**src/rtl/hs32_mem_arb.sv**
```systemverilog
// rtl/hs32_mem_arb.sv - two-port (fetch/exec) memory arbiter with ack timeout; optional HS32_ARB_RR_EN round-robin
`timescale 1ns/1ps

module hs32_mem_arb #(
    parameter int unsigned TMO_CYC = 255
) (
    input  logic        clk,
    input  logic        reset,
    input  logic        f_reqm,
    input  logic [31:0] f_addr,
    output logic [31:0] f_dtr,
    output logic        f_ackm,
    input  logic        x_reqm,
    input  logic [31:0] x_addr,
    input  logic        x_rw,
    input  logic [31:0] x_dtw,
    output logic [31:0] x_dtr,
    output logic        x_ackm,
    output logic        m_stb,
    output logic [31:0] m_addr,
    output logic        m_rw,
    output logic [31:0] m_dtw,
    input  logic [31:0] m_dtr,
    input  logic        m_ack,
    output logic        m_owner,
    output logic        m_tmo
);

    typedef enum logic [1:0] {IDLE, BUSY, RESP} state_t;

    // Count value at which the current BUSY cycle is the last one allowed.
    localparam logic [31:0] TMO_LAST = 32'(TMO_CYC) - 32'd1;
    localparam bit          TMO_EN   = (TMO_CYC != 0);

    state_t      state, state_nxt;
    logic [31:0] tmo_cnt, tmo_cnt_nxt;
    logic        tmo_hit;
    logic        done;
    logic        prio_x;
    logic        grant_x;
    logic [31:0] rdata;

    logic        m_stb_nxt, m_rw_nxt, m_owner_nxt, m_tmo_nxt;
    logic        f_ackm_nxt, x_ackm_nxt;
    logic [31:0] m_addr_nxt, m_dtw_nxt, f_dtr_nxt, x_dtr_nxt;

    assign tmo_hit = TMO_EN && (tmo_cnt == TMO_LAST);
    assign done    = m_ack || tmo_hit;
    assign grant_x = x_reqm && (!f_reqm || prio_x);
    // A timeout returns zero data; a real ack always wins over a coincident timeout.
    assign rdata   = m_ack ? m_dtr : 32'd0;

`ifdef HS32_ARB_RR_EN
    logic last_x;

    // On a tie, exec wins only if fetch was served last.
    assign prio_x = !last_x;

    // Remember which port finished most recently.
    always_ff @(posedge clk) begin
        if (reset) begin
            last_x <= 1'b0;
        end else if (state == RESP) begin
            last_x <= m_owner;
        end
    end
`else
    assign prio_x = 1'b1;
`endif

    // State register.
    always_ff @(posedge clk) begin
        if (reset) begin
            state <= IDLE;
        end else begin
            state <= state_nxt;
        end
    end

    // Next-state logic.
    always_comb begin
        state_nxt = state;
        case (state)
            IDLE:    if (f_reqm || x_reqm) state_nxt = BUSY;
            BUSY:    if (done)             state_nxt = RESP;
            RESP:                          state_nxt = IDLE;
            default:                       state_nxt = IDLE;
        endcase
    end

    // Next values for every registered output and the timeout counter.
    always_comb begin
        m_stb_nxt   = m_stb;
        m_addr_nxt  = m_addr;
        m_rw_nxt    = m_rw;
        m_dtw_nxt   = m_dtw;
        m_owner_nxt = m_owner;
        f_dtr_nxt   = f_dtr;
        x_dtr_nxt   = x_dtr;
        f_ackm_nxt  = 1'b0;
        x_ackm_nxt  = 1'b0;
        m_tmo_nxt   = 1'b0;
        tmo_cnt_nxt = tmo_cnt;
        case (state)
            IDLE: begin
                if (f_reqm || x_reqm) begin
                    m_stb_nxt   = 1'b1;
                    m_owner_nxt = grant_x;
                    m_addr_nxt  = grant_x ? x_addr : f_addr;
                    m_rw_nxt    = grant_x && x_rw;
                    m_dtw_nxt   = grant_x ? x_dtw : 32'd0;
                    tmo_cnt_nxt = 32'd0;
                end
            end
            BUSY: begin
                if (done) begin
                    m_stb_nxt = 1'b0;
                    m_tmo_nxt = !m_ack;
                    if (m_owner) begin
                        x_dtr_nxt  = rdata;
                        x_ackm_nxt = 1'b1;
                    end else begin
                        f_dtr_nxt  = rdata;
                        f_ackm_nxt = 1'b1;
                    end
                end else begin
                    tmo_cnt_nxt = tmo_cnt + 32'd1;
                end
            end
            default: begin
            end
        endcase
    end

    // Output and counter registers.
    always_ff @(posedge clk) begin
        if (reset) begin
            m_stb   <= 1'b0;
            m_addr  <= 32'd0;
            m_rw    <= 1'b0;
            m_dtw   <= 32'd0;
            m_owner <= 1'b0;
            f_dtr   <= 32'd0;
            x_dtr   <= 32'd0;
            f_ackm  <= 1'b0;
            x_ackm  <= 1'b0;
            m_tmo   <= 1'b0;
            tmo_cnt <= 32'd0;
        end else begin
            m_stb   <= m_stb_nxt;
            m_addr  <= m_addr_nxt;
            m_rw    <= m_rw_nxt;
            m_dtw   <= m_dtw_nxt;
            m_owner <= m_owner_nxt;
            f_dtr   <= f_dtr_nxt;
            x_dtr   <= x_dtr_nxt;
            f_ackm  <= f_ackm_nxt;
            x_ackm  <= x_ackm_nxt;
            m_tmo   <= m_tmo_nxt;
            tmo_cnt <= tmo_cnt_nxt;
        end
    end

endmodule
```
**config.mk**
```make
export PLATFORM = sky130hd
export DESIGN_NAME = hs32_mem_arb
export DESIGN_NICKNAME = d
export VERILOG_FILES = /design/src/rtl/hs32_mem_arb.sv
export SDC_FILE = /design/constraint.sdc
export NUM_CORES = 1
export LEC_CHECK = 0
export BUFFER_PORTS_ARGS = -buffer_cell sky130_fd_sc_hd__clkbuf_2
export CORE_ASPECT_RATIO = 0.6
export CORE_MARGIN = 2
export CORE_UTILIZATION = 50
export DETAILED_ROUTE_END_ITERATION = 8
export PLACE_DENSITY = 0.8
export SKIP_CTS_REPAIR_TIMING = 1
export SKIP_LAST_GASP = 1
export SLEW_MARGIN = 20
export SYNTH_ARGS = -nofsm -noshare
export SYNTH_HDL_FRONTEND = slang
export SYNTH_SLANG_ARGS = --single-unit
```
**constraint.sdc**
```tcl
create_clock -name clk -period 2.35 [get_ports clk]
set_input_delay 0.47 -clock clk [delete_from_list [all_inputs] [get_ports clk]]
set_output_delay 0.47 -clock clk [all_outputs]
set_load 0.005 [all_outputs]
```
---- Yosys cells after proc, flatten, opt, wreduce, memory -nomap -nowiden ----
Index checks and enable logic that the tools add are counted.
word-level totals
  flip-flop bits (word level) ............. 168
  input port bits ......................... 134
  output and inout bits ................... 134
  word-level logic and storage cells ...... 48
operators by class
  $add $sub $neg .......................... 1
  equal/unequal tests ..................... 5
  multiplexer cells ....................... 14
  bitwise gates (word level) .............. 3
  reduce and logical (&&, ||, !) cells .... 13
operators with widths
  kind                     number
  $mux W32                 5
  $pmux W32 S2             1
  $add A32 B1 Y32 const B  1
  $eq A32 B8 Y1 const B    1
  $reduce_and A3 Y1        4
  $ne A2 B2 Y1 const B     3
  $mux W1                  4
  $mux W2                  2
  $pmux W2 S2              1
  $reduce_and A2 Y1        2
  $not A1 Y1               3
  $reduce_or A3 Y1         1
  $eq A2 B1 Y1 const B     1
  $logic_not A2 Y1         1
  $logic_or A1 B1 Y1       2
  $pmux W1 S2              1
  $reduce_bool A2 Y1       1
  $logic_and A1 B1 Y1      1
  $logic_not A1 Y1         1

---- Longest topological paths before layout ----
  word-level depth ........................ 4
  gate-level depth with buffers ........... 9
  depth with buffers taken out ............ 7

---- Worst setup path after synthesis ----
No wires, ideal clock.
  path type ............................... reg2reg
  start ................................... reg tmo_cnt[0]
  end ..................................... reg tmo_cnt[22]
  library setup time ...................... 0.088 ns
  arrival time ............................ 1.878 ns
  required time ........................... 2.262 ns
  path slack .............................. 0.384 ns
  stages on the path, launching flop included .. 9
  path buffers ............................ 1
  clock period less this slack ............ 1.966 ns
  path through ............................ dfxtp_1 > inv_1 > ha_1 > nor4bb_1 > and4_2 > a31o_4 > buf_6 > o31a_1 > a311oi_2
between the ends
  cells in the longest elaborated chain, start to end .. 4
  elaborated cells between the ends (all ways) .. 7
  those cells by class .................... add/sub: 1; eq/ne: 2; mux: 2; reduce/logical: 2
RTL lines
  element                                                                  line  RTL
  from (decl)                                                              36    logic [31:0] tmo_cnt, tmo_cnt_nxt;
  from (signal assigned)                                                   160   tmo_cnt <= tmo_cnt_nxt;
  parallel branches: the longest is 4 deep, another holds $add A32 B1 Y32  --
Parallel ways; which one is timed is not known. The select of a mux whose other input is x is not followed.
A chain may end at the register's enable or synchronous reset.

---- Final worst setup path ----
  start ................................... reg tmo_cnt[0]
  end ..................................... reg f_dtr[8]
between the ends
  cells in the longest elaborated chain, start to end .. 3
RTL lines
  element                             line  RTL
  $eq A32 B8 Y1                       47    assign tmo_hit = TMO_EN && (tmo_cnt == TMO_LAST);
  $logic_or A1 B1 Y1                  48    assign done = m_ack || tmo_hit;
  $reduce_and A3 Y1 (no source line)  --
  to (signal assigned)                155   f_dtr <= f_dtr_nxt;
  to (decl)                           11    output logic [31:0] f_dtr,
Every way passes these cells.

==> reports/metrics.csv <==
stage,metric,value,unit
cts,cts_max_level,4,
logic_synthesis,synth.yosys.warnings,0,
route,detail-route-antenna-nets,0,
setup_path,worstPathCellList,"inv_1, ha_1, nor4bb_1, and4_4, a31oi_4, buf_12, o31ai_1, a21oi_1",
logic_synthesis,synth.largest_area_cell,sky130_fd_sc_hd__dfxtp_1,
logic_synthesis,postSynthAreaPerCell,8.84,sq um
min_path,holdCritStartpoint,x_dtw[12],
logic_synthesis,synth-seq-area-share,45.8,%
logic_synthesis,synthesis.nets,966,
floorplan,core_region_area,14400,sq um
min_path,hold_endpoint,m_dtw[12]$_SDFFE_PP0P_,
setup_path,timing.rr.end,f_dtr[8]$_SDFFE_PP0P_,
setup_path,path_depth,8,
logic_synthesis,netlist_area_pre_place,7340,sq um
sta,whs,0.275,ns
sta,report.final.slew_viol_count,0,
layout,drive_gt1_share,32.5,%
logic_synthesis,most_instantiated_flip_flop_cell_in_the_synthesis_netlist,sky130_fd_sc_hd__dfxtp_1,
sta,final.setup.tns,0,ns
power,power.static_leakage,3.85,nW
logic_synthesis,synth_area_leaders,"sky130_fd_sc_hd__dfxtp_1, sky130_fd_sc_hd__nand4_1, sky130_fd_sc_hd__o31ai_1",
route,detailedRoute.firstIterationViolations,1037,
placement,place_area,8770,sq um
cts,clock_tree_from_tritoncts,done,
floorplan,ports_placed_on_the_boundary,268,
logic_synthesis,synth.distinct_cells,50,
layout,finalInstanceArea,9380,sq um
global_routing,grt-ovfl-total,0,
setup_path,critical-path-top-delay-family,simple AND/OR/NAND/NOR gates,
placement,port-buffer-count,267,
sta,worst_slack,0.117,ns
route,routed_wirelength,22500,microns
sta,final.setup_skew,0.0112,ns
layout,layoutNonFillerInstCount,1256,
outcome,run_status,"finished, final reports clean",
layout,post-route-util,65.0,%
layout,layout.cells.most_common_list,"sky130_fd_sc_hd__clkbuf_2, sky130_fd_sc_hd__dfxtp_1, sky130_fd_sc_hd__nor2_1",
global_routing,grt_pass1_wl,35100,microns
cts,insertion_delay_of_the_later_clocked_pin_in_the_worst_skew_pair,0.43,ns
floorplan,die_y,97.8,microns
setup_path,worst_setup_path_start_kind,register,
logic_synthesis,netlist_instances,830,
sta,worst_slew_margin_rel,43.3,%
power,vdd_ir_drop_max,534,uV
route,post-route-drc-count,0,
setup_path,slowest_stage,sky130_fd_sc_hd__nor4bb_1,
setup_path,cp_data_required_time,2.65,ns
global_routing,antenna_found_initial,0,
cts,max-clock-path-buffers,2,
power,power.density,727,nW/um^2
logic_synthesis,postSynthRegisterBits,168,
sta,report.final.setup_viol,0,
route,route.vias.total,7595,
setup_path,timing_worst_setup_path_type,reg -> reg,
placement,dp.final_hpwl,15100,microns
cts,clock_sinks,168,
cts,cts.reportedPaths.clkPinSlew,0.08,ns
placement,place_congestion,0.875,
cts,root_buffer,sky130_fd_sc_hd__clkbuf_16,
power,power.total,6.81,mW
setup_path,timing.reg2reg.setup_slack,0.12,ns
sta,timing.final.crit_share,95.0,%
sta,fmax,448,MHz
setup_path,crit_path_max_incr_delay,0.35,ns
setup_path,rr_worst_depth,8,
sta,final-hold-violation-count,0,
global_routing,grt_max_degree,93,
logic_synthesis,synth-async-reset-ratio,0,%
min_path,min-delay-path-class,in -> reg,
layout,layout.cells.most_common,sky130_fd_sc_hd__clkbuf_2,
floorplan,chipWidth,160,microns
power,p_seq_share,44.9,%
power,combPwrFrac,14.7,%
setup_path,r2r_start,tmo_cnt[0]$_SDFFE_PP0P_,
run,max_cap_viols,0,
setup_path,critPathCaptureType,register,
route,drt-pass1-iter-count,5,
sta,worst_slew_pin_slew,0.850,ns
layout,finalNetCount,1181,
min_path,hold-path-cell-count,3,
global_routing,first_global_vias,6778,
placement,preCtsSetupSlack,0.121,ns
power,power.share.switching,29.7,%
route,routed_via_density,6.05,
layout,layout-area-overhead-vs-synth,27.8,%
sta,rsz0062_at_grt,no,
setup_path,crit_path_max_fanout,42,
setup_path,critical_path.n_buffers_inverters,2,
power,total_switching_power,2.02,mW
floorplan,placement_rows,34,
cts,cts-buffers-inserted,17,
floorplan,floorplan.initialDensity,50.9,%
global_routing,grtUsageTotal,27.4,%
floorplan,design.die.area,15700,sq um
placement,numPlacedInstances,1223,
setup_path,worstPathArrival,2.53,ns
power,internal_power,4.79,mW
route,routedWlPerCell,17.9,microns
sta,layout_min_cycle_time,2.23,ns
logic_synthesis,count_of_flip_flops_with_a_built_in_enable_after_synthesis,0,
power,power.clock.fraction,40.3,%
logic_synthesis,yosysTopAreaCellShare,45.8,%
layout,antenna_cells,0,
## synthesized netlist by cell type (6+ instances only)
cell type / count
sky130_fd_sc_hd__nand2_1: 29
sky130_fd_sc_hd__nand4_1: 79
sky130_fd_sc_hd__buf_6: 7
sky130_fd_sc_hd__o21ai_0: 18
sky130_fd_sc_hd__mux2i_1: 32
sky130_fd_sc_hd__dfxtp_1: 168
sky130_fd_sc_hd__a22oi_1: 42
sky130_fd_sc_hd__a211oi_1: 33
sky130_fd_sc_hd__and3_1: 8
sky130_fd_sc_hd__o31ai_1: 65
sky130_fd_sc_hd__nand3_1: 13
sky130_fd_sc_hd__or4_1: 7
sky130_fd_sc_hd__nor4_1: 8
sky130_fd_sc_hd__a21oi_1: 80
sky130_fd_sc_hd__clkbuf_1: 81
sky130_fd_sc_hd__nor2_1: 81
sky130_fd_sc_hd__a311oi_1: 13
sky130_fd_sc_hd__nor3_1: 6
## cells by family (layout without fill, tap and decap cells)
family | after synthesis | in the layout | share of synthesized area, %
flip-flops | 168 | 168 | 45.8
AND/OR/NAND/NOR | 250 | 250 | 17.8
buffers and inverters | 102 | 329 | 6.09
multiplexers | 33 | 33 | 4.52
AO/OA/AOI/OAI | 275 | 276 | 25.4
adder cells (fa/ha/maj) | 2 | 2 | 0.341
## how the worst max path moves through the flow
stage,end,slack (ns),start
finish,f_dtr[8]$_SDFFE_PP0P_,0.12,tmo_cnt[0]$_SDFFE_PP0P_
global route,f_dtr[14]$_SDFFE_PP0P_,0.03,tmo_cnt[1]$_SDFFE_PP0P_
CTS,tmo_cnt[8]$_SDFFE_PP0P_,0.07,tmo_cnt[0]$_SDFFE_PP0P_
detailed placement,tmo_cnt[16]$_SDFFE_PP0P_,0.12,tmo_cnt[0]$_SDFFE_PP0P_
global placement,tmo_cnt[16]$_SDFFE_PP0P_,0.17,tmo_cnt[0]$_SDFFE_PP0P_
floorplan,tmo_cnt[22]$_SDFFE_PP0P_,0.38,tmo_cnt[0]$_SDFFE_PP0P_
## state kept, by name, indices dropped and copies added, names as in the netlist
name and cells:
m_tmo 1, tmo_cnt 32, m_dtw 32, m_owner 1, state 2, m_rw 1
m_addr 32, f_dtr 32, x_ackm 1, m_stb 1, f_ackm 1, x_dtr 32
## worst reg2reg max path: stages, from the launching register on
cell                       delay, ns
sky130_fd_sc_hd__dfxtp_1        0.34
sky130_fd_sc_hd__inv_1          0.08
sky130_fd_sc_hd__ha_1           0.13
sky130_fd_sc_hd__nor4bb_1       0.35
sky130_fd_sc_hd__and4_4         0.35
sky130_fd_sc_hd__a31oi_4        0.20
sky130_fd_sc_hd__buf_12         0.24
sky130_fd_sc_hd__o31ai_1        0.31
sky130_fd_sc_hd__a21oi_1        0.11
## routing by layer
metal / global-route usage (%) / share of wire, % / vias to the layer above
met5: 0 / 0 / -
met4: 7.83 / 1.9 / 0
met3: 8.07 / 9.5 / 38
met2: 42.0 / 46 / 401
met1: 37.6 / 43 / 3541
li1: - / - / 3615
## final cells by class
| type | instances | area, sq um |
|---|---|---|
| clock buffers | 17 | 425 |
| clock inverters | 15 | 158 |
| fillers | 1239 | 5050 |
| inverters | 6 | 22.5 |
| multi-input cells | 561 | 3580 |
| flip-flops and latches | 168 | 3360 |
| well taps | 198 | 248 |
| repair buffers | 291 | 1580 |
## power by group through the flow
stage / sequential [mW] / clock [mW] / combinational (mW)
3_3_place_gp: 3.12 / 0 / 0.973
3_5_place_dp: 3.12 / 0 / 0.988
4_1_cts: 3.06 / 2.79 / 0.990
5_1_grt: 3.08 / 2.91 / 1.09
6_report: 3.06 / 2.75 / 1.00
2_1_floorplan: 3.13 / 0 / 0.561
Note: power is estimated with default switching activity, not from simulation.
